$ cat config.mk
export PLATFORM = sky130hd
export DESIGN_NAME = reg_write_arbiter
export DESIGN_NICKNAME = d
export VERILOG_FILES = /design/src/rtl/reg_write_arbiter.sv
export SDC_FILE = /design/constraint.sdc
export NUM_CORES = 1
export LEC_CHECK = 0
export BUFFER_PORTS_ARGS = -buffer_cell sky130_fd_sc_hd__buf_2
export CAP_MARGIN = 20
export CORE_UTILIZATION = 47
export DETAILED_ROUTE_END_ITERATION = 6
export PLACE_DENSITY = 0.77
export SETUP_SLACK_MARGIN = 0.3
export SYNTH_ARGS = -nofsm -noshare
export SYNTH_HDL_FRONTEND = slang
export SYNTH_SLANG_ARGS = --single-unit
$ cat constraint.sdc
create_clock -name clk -period 1.7 [get_ports clk]
set_input_delay 0.255 -clock clk [delete_from_list [all_inputs] [get_ports clk]]
set_output_delay 0.255 -clock clk [all_outputs]
set_load 0.02 [all_outputs]
$ cat src/rtl/reg_write_arbiter.sv
// Round-robin arbiter granting one of four requesters a write into a shared register.
// Each grant costs three cycles: IDLE evaluation, GRANT, then COOLDOWN.
module reg_write_arbiter #(
  parameter int NREQ  = 4,
  parameter int WIDTH = 8
) (
  input  logic                    clk,
  input  logic                    rst,
  input  logic [NREQ-1:0]         req,
  input  logic [NREQ*WIDTH-1:0]   wdata,
  output logic [NREQ-1:0]         gnt,
  output logic                    busy,
  output logic [WIDTH-1:0]        q,
  output logic [WIDTH-1:0]        qbar,
  output logic [1:0]              owner,
  output logic [7:0]              wr_count
);

  typedef enum logic [1:0] {IDLE, GRANT, COOLDOWN} state_t;

  state_t           state;
  logic [1:0]       ptr;
  logic [1:0]       win;
  logic [1:0]       pick;
  logic             found;
  logic [WIDTH-1:0] slice [NREQ];

  for (genvar gi = 0; gi < NREQ; gi++) begin : g_slice
    assign slice[gi] = wdata[gi*WIDTH +: WIDTH];
  end

  // Search starts just after the last winner, so the last winner is checked last.
  always_comb begin
    logic [1:0] idx;
    idx   = '0;
    pick  = ptr;
    found = 1'b0;
    for (int k = 1; k <= 4; k++) begin
      idx = ptr + 2'(k);
      if (!found && req[idx]) begin
        found = 1'b1;
        pick  = idx;
      end
    end
  end

  always_ff @(posedge clk or posedge rst) begin
    if (rst) begin
      state    <= IDLE;
      gnt      <= '0;
      busy     <= 1'b0;
      q        <= '0;
      qbar     <= '1;
      owner    <= 2'd3;
      ptr      <= 2'd3;
      win      <= 2'd0;
      wr_count <= 8'd0;
    end else begin
      case (state)
        IDLE: begin
          if (found) begin
            state <= GRANT;
            gnt   <= NREQ'(1) << pick;
            busy  <= 1'b1;
            win   <= pick;
          end
        end
        GRANT: begin
          // Data is taken at this edge, so a req drop during GRANT does not cancel it.
          q        <= slice[win];
          qbar     <= ~slice[win];
          ptr      <= win;
          owner    <= win;
          wr_count <= wr_count + 8'd1;
          gnt      <= '0;
          state    <= COOLDOWN;
        end
        COOLDOWN: begin
          state <= IDLE;
          busy  <= 1'b0;
        end
        default: begin
          state <= IDLE;
          gnt   <= '0;
          busy  <= 1'b0;
        end
      endcase
    end
  end

endmodule

==> flow_metrics.py, run 1 <==
metrics = {
    "power": {
        "pwr_density_cell_mw_per_mm2": 2020,
        "p_leak_nw": 1.17,
        "ir_drop_v": 0.00105,
    },
    "yosys": {
        "yosysSeqAreaShare_pct": 54.7,
        "postSynthAreaPerCell_sq_um": 11.3,
        "synth_area_sq_mm": 0.00162,
        "synthTopCellsByArea": "dfrtp_1, dfstp_2, mux2i_1, nand2_1, nor2_1",
        "synth_cells": 143,
        "synth_ff_type": "dfrtp_1",
        "yosysMostFrequentCell": "dfrtp_1",
        "synth-edff-count": 0,
        "synth_common_cells": "dfrtp_1, nand2_1, nor2_1, dfstp_2, mux2i_1",
        "synthArstFlopShare_pct": 100,
        "synth.top_cell.area_share_pct": 38.6,
        "syn_nets": 182,
        "ys_types": 34,
        "synth_seq_cells": 35,
        "ys.warnings.count": 0,
        "yosysTopAreaCell": "dfrtp_1",
    },
    "critical_path": {
        "cp-end-kind": "flop",
        "required_ns": 1.93,
        "crit_slowest_cell": "dfstp_2",
        "crit_arrival_ns": 1.74,
        "worstSetupPathType": "reg2reg",
        "slowest_delay_ns": 0.56,
        "cp-start-kind": "flop",
        "path_cells": "nor2b_1 > o21a_1 > a221o_1 > a32o_2",
        "crit_fanout": 4,
    },
    "clocking": {
        "cts_sinks": 35,
        "clockBufferDepth": 2,
        "htreeDepth": 2,
        "tritoncts": "built",
        "clock_latency_ns": 0.33,
        "clkTransAtPathRegs_ns": 0.10,
        "numCtsBuffers": 5,
        "cts_root_buffer": "clkbuf_4",
    },
    "sta": {
        "rsz0062_at_grt": "true",
        "fin_crit_sh_pct": 88.3,
        "layout_setup_ws_ns": 0.198,
        "fin_worst_skew_ns": 0.00632,
        "hold_viol": 4,
        "setup_violations": 0,
        "max_freq_mhz": 666,
        "drv_slew": 0,
        "timing.final.crit_period_ns": 1.50,
        "tightest_slew_ns": 0.502,
        "slew_headroom_pct": 66.3,
        "setup_tns_ns": 0,
        "whs_ns": -0.00711,
    },
    "detailed_routing": {
        "route.vias.total": 1424,
        "ant_nets": 0,
        "vias_per_cell": 5.22,
        "first_pass_iters": 4,
        "wl_per_cell_um": 13.9,
        "drtIter0Drc": 64,
        "drt_wl_total_um": 3800,
        "drc_errors": 0,
    },
    "placement": {
        "post-place-cells": 256,
        "port_buffers": 68,
        "gp_congestion": 0.797,
        "place_worst_setup_slack_ns": 0.168,
        "place_hpwl_um": 2720,
    },
    "status": {
        "violations": "hold timing",
        "status": "finished, violations left",
    },
    "layout": {
        "final_util_pct": 71.2,
        "area_delta_synth_final_pct": 38.3,
        "insertedDiodeCount": 0,
        "regArea_sq_um": 888,
        "fin_nets": 267,
        "nFillCells": 255,
        "multi_input_area_sq_um": 734,
        "fin_cells": 273,
        "drive_above_1_share_pct": 52.0,
    },
    "run": {
        "maxCapViolCount": 0,
    },
    "grt": {
        "grt_max_degree": 36,
        "grt_usage_pct": 22.8,
        "grt_pass1_vias": 1437,
        "grt_pass1_wl_um": 6010,
        "overflow": 0,
        "antenna_found_initial": 0,
    },
    "floorplan": {
        "die_w_um": 60.8,
        "initial_utilization_pct": 51.5,
        "placementRows": 20,
        "num_io_pins": 69,
        "die_y_um": 60.8,
        "core_area_sq_mm": 0.00315,
        "dieArea_sq_mm": 0.00369,
    },
    "worst_hold_path": {
        "min_path_type": "in2async",
    },
}
==> state kept, by name (all words and copies together), names as in the netlist <==
name,cells
qbar,8
gnt,4
win,2
busy,1
q,8
ptr,2
wr_count,8
state,2
==> report_power, final <==
| part | total (mW) | leakage [nW] | switching [mW] | internal, mW |
|---|---|---|---|---|
| registers | 1.62 | 0.420 | 0.313 | 1.30 |
| clock network | 0.470 | 0.0353 | 0.269 | 0.200 |
| logic | 2.44 | 0.715 | 1.32 | 1.12 |
==> through the flow <==
step,total power [mW],cell area (sq um)
floorplan,3.06,1620
global placement,3.67,2040
detailed placement,3.72,2040
CTS,4.26,2120
global route,4.87,2240
finish,4.53,2240
==> worst max-delay path, delay by kind of cell, from the launching register on <==
| kind | cells | cell delay (ns) |
|---|---|---|
| compound gates | 3 | 0.78 |
| flops | 1 | 0.56 |
| simple gates | 1 | 0.07 |
==> worst paths after layout <==
| path | startpoint | end | slack, ns | cells past startpoint |
|---|---|---|---|---|
| max in group asynchronous | rst | qbar[3] | 1.36 | 3 |
| setup / recovery | ptr[0] | gnt[1] | 0.20 | 4 |
| hold / removal | rst | q[1] | -0.007 | 3 |
| setup reg to reg | ptr[0] | gnt[1] | 0.20 | 4 |
| hold reg to reg | wr_count[7] | wr_count[7] | 0.48 | 1 |
| min in group clk | wdata[3] | qbar[3] | 0.25 | 4 |
==> final cells by class <==
cell class              instances  share of cell area (%)
clock buffers                   7                    2.45
clock inverters                 1                   0.223
inverters                       5                   0.836
multi-input cells              98                    32.7
flip-flops and latches         35                    39.6
well taps                      44                    2.45
repair buffers                 83                    21.7
==> cell families (layout without fill, tap and decap cells) <==
logic type	Yosys count	after routing	synth area share, %
compound gates	28	28	13.6
xor+xnor	7	7	3.78
fa+ha+maj	1	1	0.771
buf+inv	10	96	2.85
flops	35	35	54.7
mux	13	13	10.3
simple gates	49	49	13.9
==> cell usage in the layout, fill, tap and decap left out, types with 2 or more instances in the layout <==
cell and n:
nand4_1 2, nor2_1 17, dfrtp_1 25, nand3_1 3, a21o_1 5, buf_2 67, o21ai_1 3, o22ai_2 3
nand2_2 2, nor2b_1 2, o21a_1 4, buf_4 12, nand2_1 16, dfstp_2 10, buf_12 2, xnor2_1 6
mux4_2 3, mux2i_1 10, clkbuf_4 5, buf_6 2, o21ai_0 2, inv_1 4, o22ai_1 2
==> layer usage <==
layer  vias to the layer above  routed length [um]  GRT usage, %
met3                        10                 267          4.90
met4                         0                  82          12.0
met1                       664                1590          25.6
met2                        80                1850          40.7
met5                         -                   0             0
li1                        670                   -             -
==> timing repair <==
item,CTS,global route
hold buffers,0,0
pin swaps,1,0
setup buffers,2,7
setup endpoints to repair,9,19
gates resized for setup,4,16
(Power assumes the default switching activity.)
==> run 2: changes to the inputs <==
--- a/config.mk
+++ b/config.mk
@@ -9,7 +9,7 @@
 export CAP_MARGIN = 20
 export CORE_UTILIZATION = 47
 export DETAILED_ROUTE_END_ITERATION = 6
-export PLACE_DENSITY = 0.77
+export PLACE_DENSITY = 0.79
 export SETUP_SLACK_MARGIN = 0.3
 export SYNTH_ARGS = -nofsm -noshare
 export SYNTH_HDL_FRONTEND = slang
==> run 2 against run 1 <==
  * The run still ends with hold timing left
  * Power decreased by 1.7%
  * Clock skew about the same
  * Fmax decreased by 1.8%
  * Core utilization decreased by 1.2 points
  * Final cell count decreased by 1.8%
  * Design area decreased by 1.6%
  * Combinational power decreased by 9.0%
  * Sequential share of layout area increased by 0.71 points
  * First-iteration DRC count decreased by 20%
  * Sequential power about the same
==> flow_metrics.py, run 2 (synthesis gave the netlist of run 1 again) <==
metrics = {
    "clocking": {
        "cts-hold-fix-buffers": 0,
        "numCtsBuffers": 5,
        "tritoncts": "built",
        "cts_sinks": 35,
        "cts_root_buffer": "clkbuf_4",
        "clkTransAtPathRegs_ns": 0.10,
        "clock_latency_ns": 0.33,
        "clockBufferDepth": 2,
        "htreeDepth": 2,
    },
    "critical_path": {
        "required_ns": 1.92,
        "crit_arrival_ns": 1.75,
        "crit_fanout": 5,
        "worstSetupPathType": "reg2reg",
        "path_cells": "nand2b_4 > o21ai_4 > a221o_1 > a32o_2",
        "cp-end-kind": "flop",
        "cp-start-kind": "flop",
        "slowest_delay_ns": 0.60,
        "crit_slowest_cell": "dfstp_2",
    },
    "layout": {
        "drive_above_1_share_pct": 51.8,
        "reg_top3": "q (8), qbar (8), wr_count (8)",
        "final_common_cell": "buf_2",
        "insertedDiodeCount": 0,
        "nFillCells": 259,
        "final_cell_mix": "buf_2, dfrtp_1, nand2_1, nor2_1",
        "area_delta_synth_final_pct": 36.1,
        "fin_nets": 262,
    },
    "detailed_routing": {
        "drc_errors": 0,
        "wl_met3_um": 311,
        "first_pass_iters": 4,
        "route.vias.total": 1394,
        "drtIter0Drc": 51,
        "top_layer": "met4",
        "wl_per_cell_um": 13.4,
        "ant_nets": 0,
        "drt_wl_total_um": 3590,
        "vias_per_cell": 5.20,
        "wl_met1_um": 1480,
        "wl_met2_um": 1740,
    },
    "status": {
        "status": "finished, violations left",
        "violations": "hold timing",
    },
    "sta": {
        "hold_viol": 2,
        "layout_setup_ws_ns": 0.171,
        "tightest_slew_ns": 0.449,
        "rsz0062_at_grt": "true",
        "slew_headroom_pct": 69.9,
        "max_freq_mhz": 654,
        "fin_crit_sh_pct": 89.9,
        "timing.final.crit_period_ns": 1.53,
        "whs_ns": -0.00283,
        "setup_violations": 0,
        "fin_worst_skew_ns": 0.00633,
        "setup_tns_ns": 0,
        "drv_slew": 0,
    },
    "grt": {
        "overflow": 0,
        "grt_pass1_wl_um": 5670,
        "grt_usage_pct": 21.5,
        "grt_pass1_vias": 1322,
        "grt_max_degree": 36,
        "antenna_found_initial": 0,
    },
    "floorplan": {
        "dieArea_sq_mm": 0.00369,
        "core_area_sq_mm": 0.00315,
        "placementRows": 20,
        "initial_utilization_pct": 51.5,
        "die_y_um": 60.8,
        "die_w_um": 60.8,
        "num_io_pins": 69,
    },
    "placement": {
        "place_hpwl_um": 2660,
        "place_worst_setup_slack_ns": 0.158,
        "gp_congestion": 0.905,
        "port_buffers": 68,
    },
    "power": {
        "p_leak_nw": 1.15,
        "ir_drop_v": 0.000995,
        "power_mw": 4.45,
        "pwr_density_cell_mw_per_mm2": 2020,
    },
    "worst_hold_path": {
        "min_path_type": "in2async",
    },
    "run": {
        "maxCapViolCount": 0,
    },
}
## run 2: changes by cell type in the layout (fill, tap and decap cells not counted), sizes merged
cell	before	now
clkbuf	7	6
buf	83	78
bufinv	0	1
## run 2: critical path: cells and delay by family, from the launching register on
family,cells,cell delay [ns]
flops,1,0.60
simple gates,1,0.16
compound gates,3,0.67
## run 2: final cells by class
type	count	area [sq um]	share of cell area (%)
inverters	5	18.8	0.850
repair buffers	78	425	19.3
multi-input cells	98	733	33.2
clock buffers	6	51.3	2.32
clock inverters	2	35.0	1.59
well taps	44	55.1	2.49
flip-flops and latches	35	890	40.3
## run 2: through the flow
stage | cell area (sq um) | std cells | utilization [%]
2_1_floorplan | 1620 | 143 | -
3_3_place_gp | 2030 | 255 | 64.3
3_5_place_dp | 2030 | 255 | 64.3
4_1_cts | 2180 | 267 | 69.0
5_1_grt | 2210 | 268 | 70.0
6_report | 2210 | 268 | 70.0
## run 2: repair_timing
item,4_1_cts,5_1_grt
buffers inserted,4,1
pin swaps,2,4
setup endpoints to repair,7,21
resized for setup,9,9
## run 2: worst paths after layout
path | from | endpoint | slack [ns] | cells after the start
max in group asynchronous | rst | qbar[7] | 1.37 | 3
setup reg to reg | ptr[0] | gnt[1] | 0.17 | 4
setup / recovery | ptr[0] | gnt[1] | 0.17 | 4
hold / removal | rst | q[5] | -0.003 | 3
hold reg to reg | q[6] | q[6] | 0.48 | 1
min in group clk | wdata[3] | qbar[3] | 0.27 | 4
## run 2: layer usage
| metal | up-vias | global-route usage (%) |
|---|---|---|
| met5 | - | 0 |
| met4 | 0 | 7.79 |
| met3 | 7 | 6.82 |
| met2 | 68 | 37.5 |
| met1 | 662 | 24.8 |
| li1 | 657 | - |
## run 2: power breakdown
group,switching (mW),internal (mW)
registers,0.317,1.31
logic,1.26,0.961
clock network,0.260,0.347
total,1.84,2.62
